**config.mk**
```make
export PLATFORM = sky130hd
export DESIGN_NAME = uart_rx_frame_decoder
export DESIGN_NICKNAME = d
export VERILOG_FILES = /design/src/rtl/uart_rx_frame_decoder.sv
export SDC_FILE = /design/constraint.sdc
export NUM_CORES = 1
export LEC_CHECK = 0
export BUFFER_PORTS_ARGS = -buffer_cell sky130_fd_sc_hd__buf_4
export CORE_MARGIN = 10
export CORE_UTILIZATION = 30
export CTS_BUF_LIST = sky130_fd_sc_hd__clkbuf_8
export DETAILED_ROUTE_END_ITERATION = 10
export SYNTH_ARGS = -nofsm -noshare
export SYNTH_HDL_FRONTEND = slang
export SYNTH_SLANG_ARGS = --single-unit
```
**constraint.sdc**
```tcl
create_clock -name clk -period 2.2 [get_ports clk]
set_clock_uncertainty 0.15 [all_clocks]
set_input_delay 0.22 -clock clk [delete_from_list [all_inputs] [get_ports clk]]
set_output_delay 0.22 -clock clk [all_outputs]
set_load 0.03 [all_outputs]
```
**src/rtl/uart_rx_frame_decoder.sv**
```systemverilog
// UART receive decoder: start, 8 data bits LSB-first, parity slot, stop.
// Oversampled line with 3-sample majority vote and a valid/ready output register.
//
// state    | meaning
// S_IDLE   | waiting for a synchronized falling edge
// S_START  | start bit; a high decision means a glitch
// S_DATA   | eight data bits shifted in LSB-first
// S_PARITY | parity slot decision
// S_STOP   | stop decision, then word delivery
module uart_rx_frame_decoder #(
    parameter int OVERSAMPLE      = 16,
    parameter int CLKS_PER_SAMPLE = 1
) (
    input  logic       clk,
    input  logic       reset,
    input  logic       parity_en,
    input  logic       rx_uart,
    output logic       rx_data_valid,
    input  logic       rx_data_ready,
    output logic [7:0] rx_data,
    output logic       rx_parity_error,
    output logic       rx_frame_error,
    output logic       rx_overrun
);

    localparam int M     = OVERSAMPLE / 2;
    localparam int IDX_W = $clog2(OVERSAMPLE);
    localparam int DIV_W = (CLKS_PER_SAMPLE > 1) ? $clog2(CLKS_PER_SAMPLE) : 1;

    localparam logic [IDX_W-1:0] IDX_PRE  = IDX_W'(M - 1);
    localparam logic [IDX_W-1:0] IDX_MID  = IDX_W'(M);
    localparam logic [IDX_W-1:0] IDX_DEC  = IDX_W'(M + 1);
    localparam logic [IDX_W-1:0] IDX_LAST = IDX_W'(OVERSAMPLE - 1);
    localparam logic [DIV_W-1:0] DIV_LAST = DIV_W'(CLKS_PER_SAMPLE - 1);

    typedef enum logic [2:0] {
        S_IDLE,
        S_START,
        S_DATA,
        S_PARITY,
        S_STOP
    } state_t;

    state_t           state_q;
    logic             sync1_q;
    logic             sync2_q;
    logic             prev_q;
    logic [DIV_W-1:0] div_q;
    logic [IDX_W-1:0] idx_q;
    logic [2:0]       bit_cnt_q;
    logic [1:0]       smp_q;
    logic [7:0]       shift_q;
    logic             par_en_q;
    logic             par_err_q;
    logic             valid_q;
    logic [7:0]       data_q;
    logic             perr_q;
    logic             ferr_q;
    logic             ovr_q;

    logic start_edge_d;
    logic tick_d;
    logic decide_d;
    logic bit_end_d;
    logic bit_d;
    logic load_d;
    logic xfer_d;

    always_comb begin
        start_edge_d = (state_q == S_IDLE) && prev_q && !sync2_q;
        tick_d       = (div_q == DIV_LAST);
        decide_d     = tick_d && (state_q != S_IDLE) && (idx_q == IDX_DEC);
        bit_end_d    = tick_d && (state_q != S_IDLE) && (idx_q == IDX_LAST);
        bit_d        = (smp_q[0] & smp_q[1]) | (smp_q[0] & sync2_q) | (smp_q[1] & sync2_q);
        load_d       = decide_d && (state_q == S_STOP);
        xfer_d       = valid_q && rx_data_ready;
    end

    always_ff @(posedge clk) begin
        if (reset) begin
            state_q   <= S_IDLE;
            sync1_q   <= 1'b1;
            sync2_q   <= 1'b1;
            prev_q    <= 1'b1;
            div_q     <= '0;
            idx_q     <= '0;
            bit_cnt_q <= '0;
            smp_q     <= '0;
            shift_q   <= '0;
            par_en_q  <= 1'b0;
            par_err_q <= 1'b0;
            valid_q   <= 1'b0;
            data_q    <= '0;
            perr_q    <= 1'b0;
            ferr_q    <= 1'b0;
            ovr_q     <= 1'b0;
        end else begin
            sync1_q <= rx_uart;
            sync2_q <= sync1_q;
            prev_q  <= sync2_q;

            if (start_edge_d || tick_d) begin
                div_q <= '0;
            end else begin
                div_q <= div_q + DIV_W'(1);
            end

            if (state_q == S_IDLE) begin
                if (start_edge_d) begin
                    state_q   <= S_START;
                    idx_q     <= '0;
                    bit_cnt_q <= '0;
                    par_en_q  <= parity_en;
                    par_err_q <= 1'b0;
                end
            end else if (tick_d) begin
                if (idx_q == IDX_PRE) smp_q[0] <= sync2_q;
                if (idx_q == IDX_MID) smp_q[1] <= sync2_q;
                idx_q <= (idx_q == IDX_LAST) ? '0 : idx_q + IDX_W'(1);

                if (decide_d) begin
                    case (state_q)
                        S_START:  if (bit_d) state_q <= S_IDLE;
                        S_DATA:   shift_q <= {bit_d, shift_q[7:1]};
                        S_PARITY: par_err_q <= par_en_q & (bit_d ^ (^shift_q));
                        // Leave mid-stop so the next start edge is caught on time.
                        S_STOP:   state_q <= S_IDLE;
                        default:  ;
                    endcase
                end

                if (bit_end_d) begin
                    case (state_q)
                        S_START:  state_q <= S_DATA;
                        S_DATA: begin
                            if (bit_cnt_q == 3'd7) begin
                                state_q <= S_PARITY;
                            end else begin
                                bit_cnt_q <= bit_cnt_q + 3'd1;
                            end
                        end
                        S_PARITY: state_q <= S_STOP;
                        default:  ;
                    endcase
                end
            end

            if (load_d) begin
                valid_q <= 1'b1;
                data_q  <= shift_q;
                perr_q  <= par_err_q;
                ferr_q  <= ~bit_d;
                ovr_q   <= valid_q && !rx_data_ready;
            end else if (xfer_d) begin
                valid_q <= 1'b0;
                perr_q  <= 1'b0;
                ferr_q  <= 1'b0;
                ovr_q   <= 1'b0;
            end
        end
    end

    assign rx_data_valid   = valid_q;
    assign rx_data         = data_q;
    assign rx_parity_error = perr_q;
    assign rx_frame_error  = ferr_q;
    assign rx_overrun      = ovr_q;

endmodule

```
## After elaboration in Yosys (flattened, before gate mapping)

Index checks and enable logic that the tools add are counted.

- Flip-flop bits (word level): 38
- Input bits: 5
- Output and inout port bits: 12
- Logic and storage cells: 98

- Add/sub/neg operators: 3
- Equal/unequal tests: 12
- Multiplexer cells: 29
- Bitwise logic cells: 10
- Reduce and logical (&&, ||, !) cells: 27

Operators with widths:

| cell | number |
|---|---|
| 3-bit 2-to-1 mux | 13 |
| 4-bit 2-to-1 mux | 4 |
| 4-bit equality test (second input constant) | 3 |
| 1-bit 2-to-1 mux | 10 |
| 2-bit nonzero test | 5 |
| 3-bit case mux with 3 select lines | 1 |
| 1-bit logical AND | 8 |
| 4-bit AND reduction | 2 |
| 8-bit XOR reduction | 1 |
| 3-bit by 2-bit equality test with 1-bit output (second input constant) | 2 |
| 3-bit equality test (second input constant) | 2 |
| 3-bit case mux with 2 select lines | 1 |
| 3-bit AND reduction | 2 |
| 5-bit AND reduction | 1 |
| 4-bit by 1-bit adder with 4-bit output (second input constant) | 1 |
| 1-bit bitwise AND | 4 |
| 4-bit by 3-bit equality test with 1-bit output (second input constant) | 1 |
| 2-bit inequality test (second input constant) | 2 |
| 2-bit AND reduction | 2 |
| 3-bit by 1-bit adder with 3-bit output (second input constant) | 1 |
| 3-bit by 1-bit equality test with 1-bit output (second input constant) | 1 |
| 3-bit zero test | 1 |
| 1-bit inverter | 3 |
| 3-bit nonzero test | 1 |
| 7 further kinds | 9 |

## Logic depth before layout (Yosys ltp)

- Depth after elaboration: 11
- Mapped depth: 8
- Depth with buffers taken out: 6

## Worst setup path after synthesis

No wires, ideal clock.

- Path kind: reg-to-reg
- Start: register state_q[0]
- End: register bit_cnt_q[2]
- Setup time: 128 ps
- Arrival time: 1462 ps
- Required time: 1922 ps
- Setup slack: 460 ps
- Cell stages (with the launch flop): 6
- Path buffers: 1
- Period minus slack after synthesis: 1740 ps
- Cell sequence: dfxtp_1 -> buf_6 -> or4b_4 -> or3_4 -> nand3_1 -> a21oi_1

- Word-level cells in the longest chain between the ends: 5
- Elaborated cells between the ends (all ways): 14
- Classes of those cells: 4 x eq/ne; 1 x mux; 9 x reduce/logical

Ends and longest elaborated chain:

| element | RTL line | source |
|---|---|---|
| start, declared | 44 | `state_t state_q;` |
| start signal, assigned | 81 | `state_q <= S_IDLE;` |
| start signal, assigned | 110 | `state_q <= S_START;` |
| start signal, assigned | 123 | `S_START: if (bit_d) state_q <= S_IDLE;` |
| 3-bit zero test or 3-bit nonzero test (tied branches) | 70, 108, 73 |  |
| 1-bit logical AND (on tied branches) (2 in series) | 70, 73 |  |
| 2-bit inequality test (no line) or 2-bit nonzero test (tied branches) | - |  |
| 5-bit AND reduction (no line) | - |  |
| end signal, assigned | 139 | `bit_cnt_q <= bit_cnt_q + 3'd1;` |
| end, declared | 50 | `logic [2:0] bit_cnt_q;` |

Several ways; a longest one is shown, not always the timed one.
A chain may end at the register's enable or synchronous reset.

## Worst setup path in the final report

- Start: register idx_q[0]
- End: register shift_q[3]

- Word-level cells in the longest chain between the ends: 3

Ends and longest elaborated chain:

| element | RTL line | source |
|---|---|---|
| start, declared | 49 | `logic [IDX_W-1:0] idx_q;` |
| start signal, assigned | 119 | `idx_q <= (idx_q == IDX_LAST) ? '0 : idx_q + IDX_W'(1);` |
| 4-bit equality test | 72 | `decide_d = tick_d && (state_q != S_IDLE) && (idx_q == IDX_DEC);` |
| 1-bit logical AND | 72 |  |
| 4-bit AND reduction (no line) | - |  |
| end signal, assigned | 124 | `S_DATA: shift_q <= {bit_d, shift_q[7:1]};` |
| end, declared | 52 | `logic [7:0] shift_q;` |

Every way passes these cells.

==> impl_metrics.yaml <==
status:
  status: "completed"
global_route:
  grt_pass1_wl_um: 5710
  antenna_found_initial: 0
  overflow: 0
  track_usage: 0.0766
  grt_pass1_vias: 1268
  grt_max_degree: 39
placed_design:
  preCtsSetupSlack_ns: 0.275
  port_buffers: 16
  hpwl_um: 2290
  placed_area_um2: 1870
  placed_cells: 267
  routabilityCongestion: 0.837
synthesis:
  ys_seq_area_frac: 0.446
  synth_top_cell_by_area: "dfxtp_1"
  ys_ff_latch: 38
  synth_nets: 196
  yosys.cell_count.top_type: "dfxtp_1"
  synth_warnings: 0
  synthArstFlopShare: 0
  synth_cells: 186
  synth.area.top_cells: "dfxtp_1 (45%), mux2i_1 (6.5%), nand3_1 (5.6%)"
  yosysUniqueCellTypes: 39
  syn_area_per_cell_um2: 9.17
  netlist.area_leader.share: 0.446
  synth_edf_count: 0
  yosys-top-cells-count: "dfxtp_1 (38), nand3_1 (19), a21oi_1 (18)"
  syn_area_um2: 1710
  ys.flop_type: "dfxtp_1"
sta:
  tightest_slew_ns: 0.571
  grt_setup_unrepaired: "no"
  drv_slew: 0
  finalSetupViolations: 0
  period_needed_ns: 1.97
  worst_slack_ns: 0.227
  setup-tns-final_ns: 0
  finalCritPeriodShare: 0.897
  timing.fmax_mhz: 507
  hold_violations: 0
  relSlewSlack: 0.617
power:
  leakagePower_nw: 0.783
  p_per_area_nw_per_um2: 711
  peakVddDrop_mv: 0.445
finish:
  fin_util: 0.368
  syn_to_final_growth_pct: 18.9
  drive_gt1_frac: 0.180
  n_antenna_cell: 0
  nets: 214
  design_area_um2: 2030
  instances_no_fill: 277
critical_path:
  path_buf_inv: 0
  start_kind: "register"
  crit_family: "simple AND/OR/NAND/NOR gates"
  ff2ff_setup_slack_ns: 0.23
  critPathCaptureType: "register"
  crit_arrival_ns: 2.00
  path_max_fanout: 8
  r2r-start: "idx_q[0]$_SDFFE_PP0P_"
  timing.rr.end: "shift_q[3]$_SDFFE_PP0P_"
  crit_type: "register to register"
  slowest_stage: "nand4b_1"
  worstPathCellList: "ha_1, and3b_1, nand4b_1, mux2i_1, nor2_1"
  required_ns: 2.22
  cp.depth: 5
  cp_slowest_stage_delay_ns: 0.49
  r2r_cells: 5
floorplan:
  core_um2: 5510
  num_io_pins: 17
  die_w_um: 95.4
  rows: 27
  die_h_um: 95.4
  start_util: 0.310
  die_area_um2: 9100
cts:
  clk_path_buf_depth: 2
  cts_tree: "done"
  post_cts_buffers: 0
  clock_latency_ns: 0.29
  htreeDepth: 2
  cts.sinks: 38
  cts_made_buffers: 5
  cts.clk_slew.worst_paths_ns: 0.08
  clockRootBuffer: "clkbuf_8"
drt:
  vias: 1294
  first_pass_iters: 4
  wl_per_cell_um: 12.1
  totalWireLength_um: 3340
  via_per_inst: 4.67
  drc: 0
  antenna_left: 0
  drt_iter0_drc: 72
hold_path:
  hp-class: "input port to register"
  min_path_cells: 3
  min_to: "par_en_q$_SDFFE_PP0P_"
  min_from: "parity_en"
flow_run:
  drv_cap: 0
[worst max path at each step]
stage,start,to,slack (ns)
2_1_floorplan,state_q[0]$_SDFFE_PP0P_,bit_cnt_q[2]$_SDFFE_PP0P_,0.46
3_3_place_gp,idx_q[1]$_SDFFE_PP0P_,shift_q[6]$_SDFFE_PP0P_,0.31
3_5_place_dp,idx_q[1]$_SDFFE_PP0P_,shift_q[4]$_SDFFE_PP0P_,0.28
4_1_cts,idx_q[1]$_SDFFE_PP0P_,shift_q[3]$_SDFFE_PP0P_,0.22
5_1_grt,idx_q[0]$_SDFFE_PP0P_,shift_q[5]$_SDFFE_PP0P_,0.07
6_report,idx_q[0]$_SDFFE_PP0P_,shift_q[3]$_SDFFE_PP0P_,0.23
[layout by cell type, fill, tap and decap left out, types with 3 or more instances in the layout]
cell,Yosys,layout
nor3_1,3,3
nand2_1,16,16
mux2i_1,11,11
ha_1,5,5
nand3_1,19,19
inv_1,5,5
clkbuf_8,1,5
or2_2,5,5
a21oi_1,18,18
xnor2_1,8,8
nand2b_1,3,3
a31oi_1,3,3
buf_4,0,20
nor2_1,16,16
dfxtp_1,38,38
[what timing repair did]
| item | CTS | global route |
|---|---|---|
| hold endpoints to repair | 2 | 0 |
| hold buffers | 2 | 0 |
| gates resized for setup | 0 | 0 |
[logic make-up after synthesis]
logic type / count (synthesis) / synth area share
multiplexers: 11 / 0.0646
other: 1 / 0.00220
buffers and inverters: 16 / 0.0558
AO/OA/AOI/OAI: 26 / 0.0836
XOR/XNOR: 9 / 0.0543
AND/OR/NAND/NOR: 79 / 0.251
flip-flops: 38 / 0.446
adder cells (fa/ha/maj): 6 / 0.0426
[sequential cells by signal, summed over array words and instances, names as in the netlist, 2 cells and up]
register / count
shift_q: 8
rx_data: 8
idx_q: 4
state_q: 3
smp_q: 2
bit_cnt_q: 3
[worst reg2reg max path, cell delays in order, from the launching register on]
cell and delay (ns):
dfxtp_1 0.42, ha_1 0.17, and3b_1 0.23, nand4b_1 0.49, mux2i_1 0.33, nor2_1 0.06
[report_power, final]
| group | switching [mW] | internal (mW) | leakage (nW) |
|---|---|---|---|
| Clock | 0.248 | 0.454 | 0.0683 |
| Sequential | 0.00741 | 0.693 | 0.307 |
| Combinational | 0.0220 | 0.0156 | 0.407 |
[final cells by class]
class	instances	area [um2]
fillers	573	3480
multi-input cells	132	850
flip-flops and latches	38	761
repair buffers	22	170
well taps	72	90.1
clock buffers	5	68.8
clock inverters	3	68.8
inverters	5	18.8
[stage by stage]
stage	power (mW)	hold WS [ns]
6_report	1.44	0.0159
5_1_grt	1.50	0.0137
4_1_cts	1.46	0.0105
3_5_place_dp	0.751	0.248
3_3_place_gp	0.752	0.242
2_1_floorplan	0.743	0.174
[layer usage]
layer  part of all wire  track usage  vias to the layer above
met3              0.051       0.0228                        7
met1               0.49       0.0965                      587
met4              0.024       0.0381                        0
li1                   -            -                      677
met5                  0            0                        -
met2               0.43        0.116                       23
Note: power is estimated with default switching activity, not from simulation.
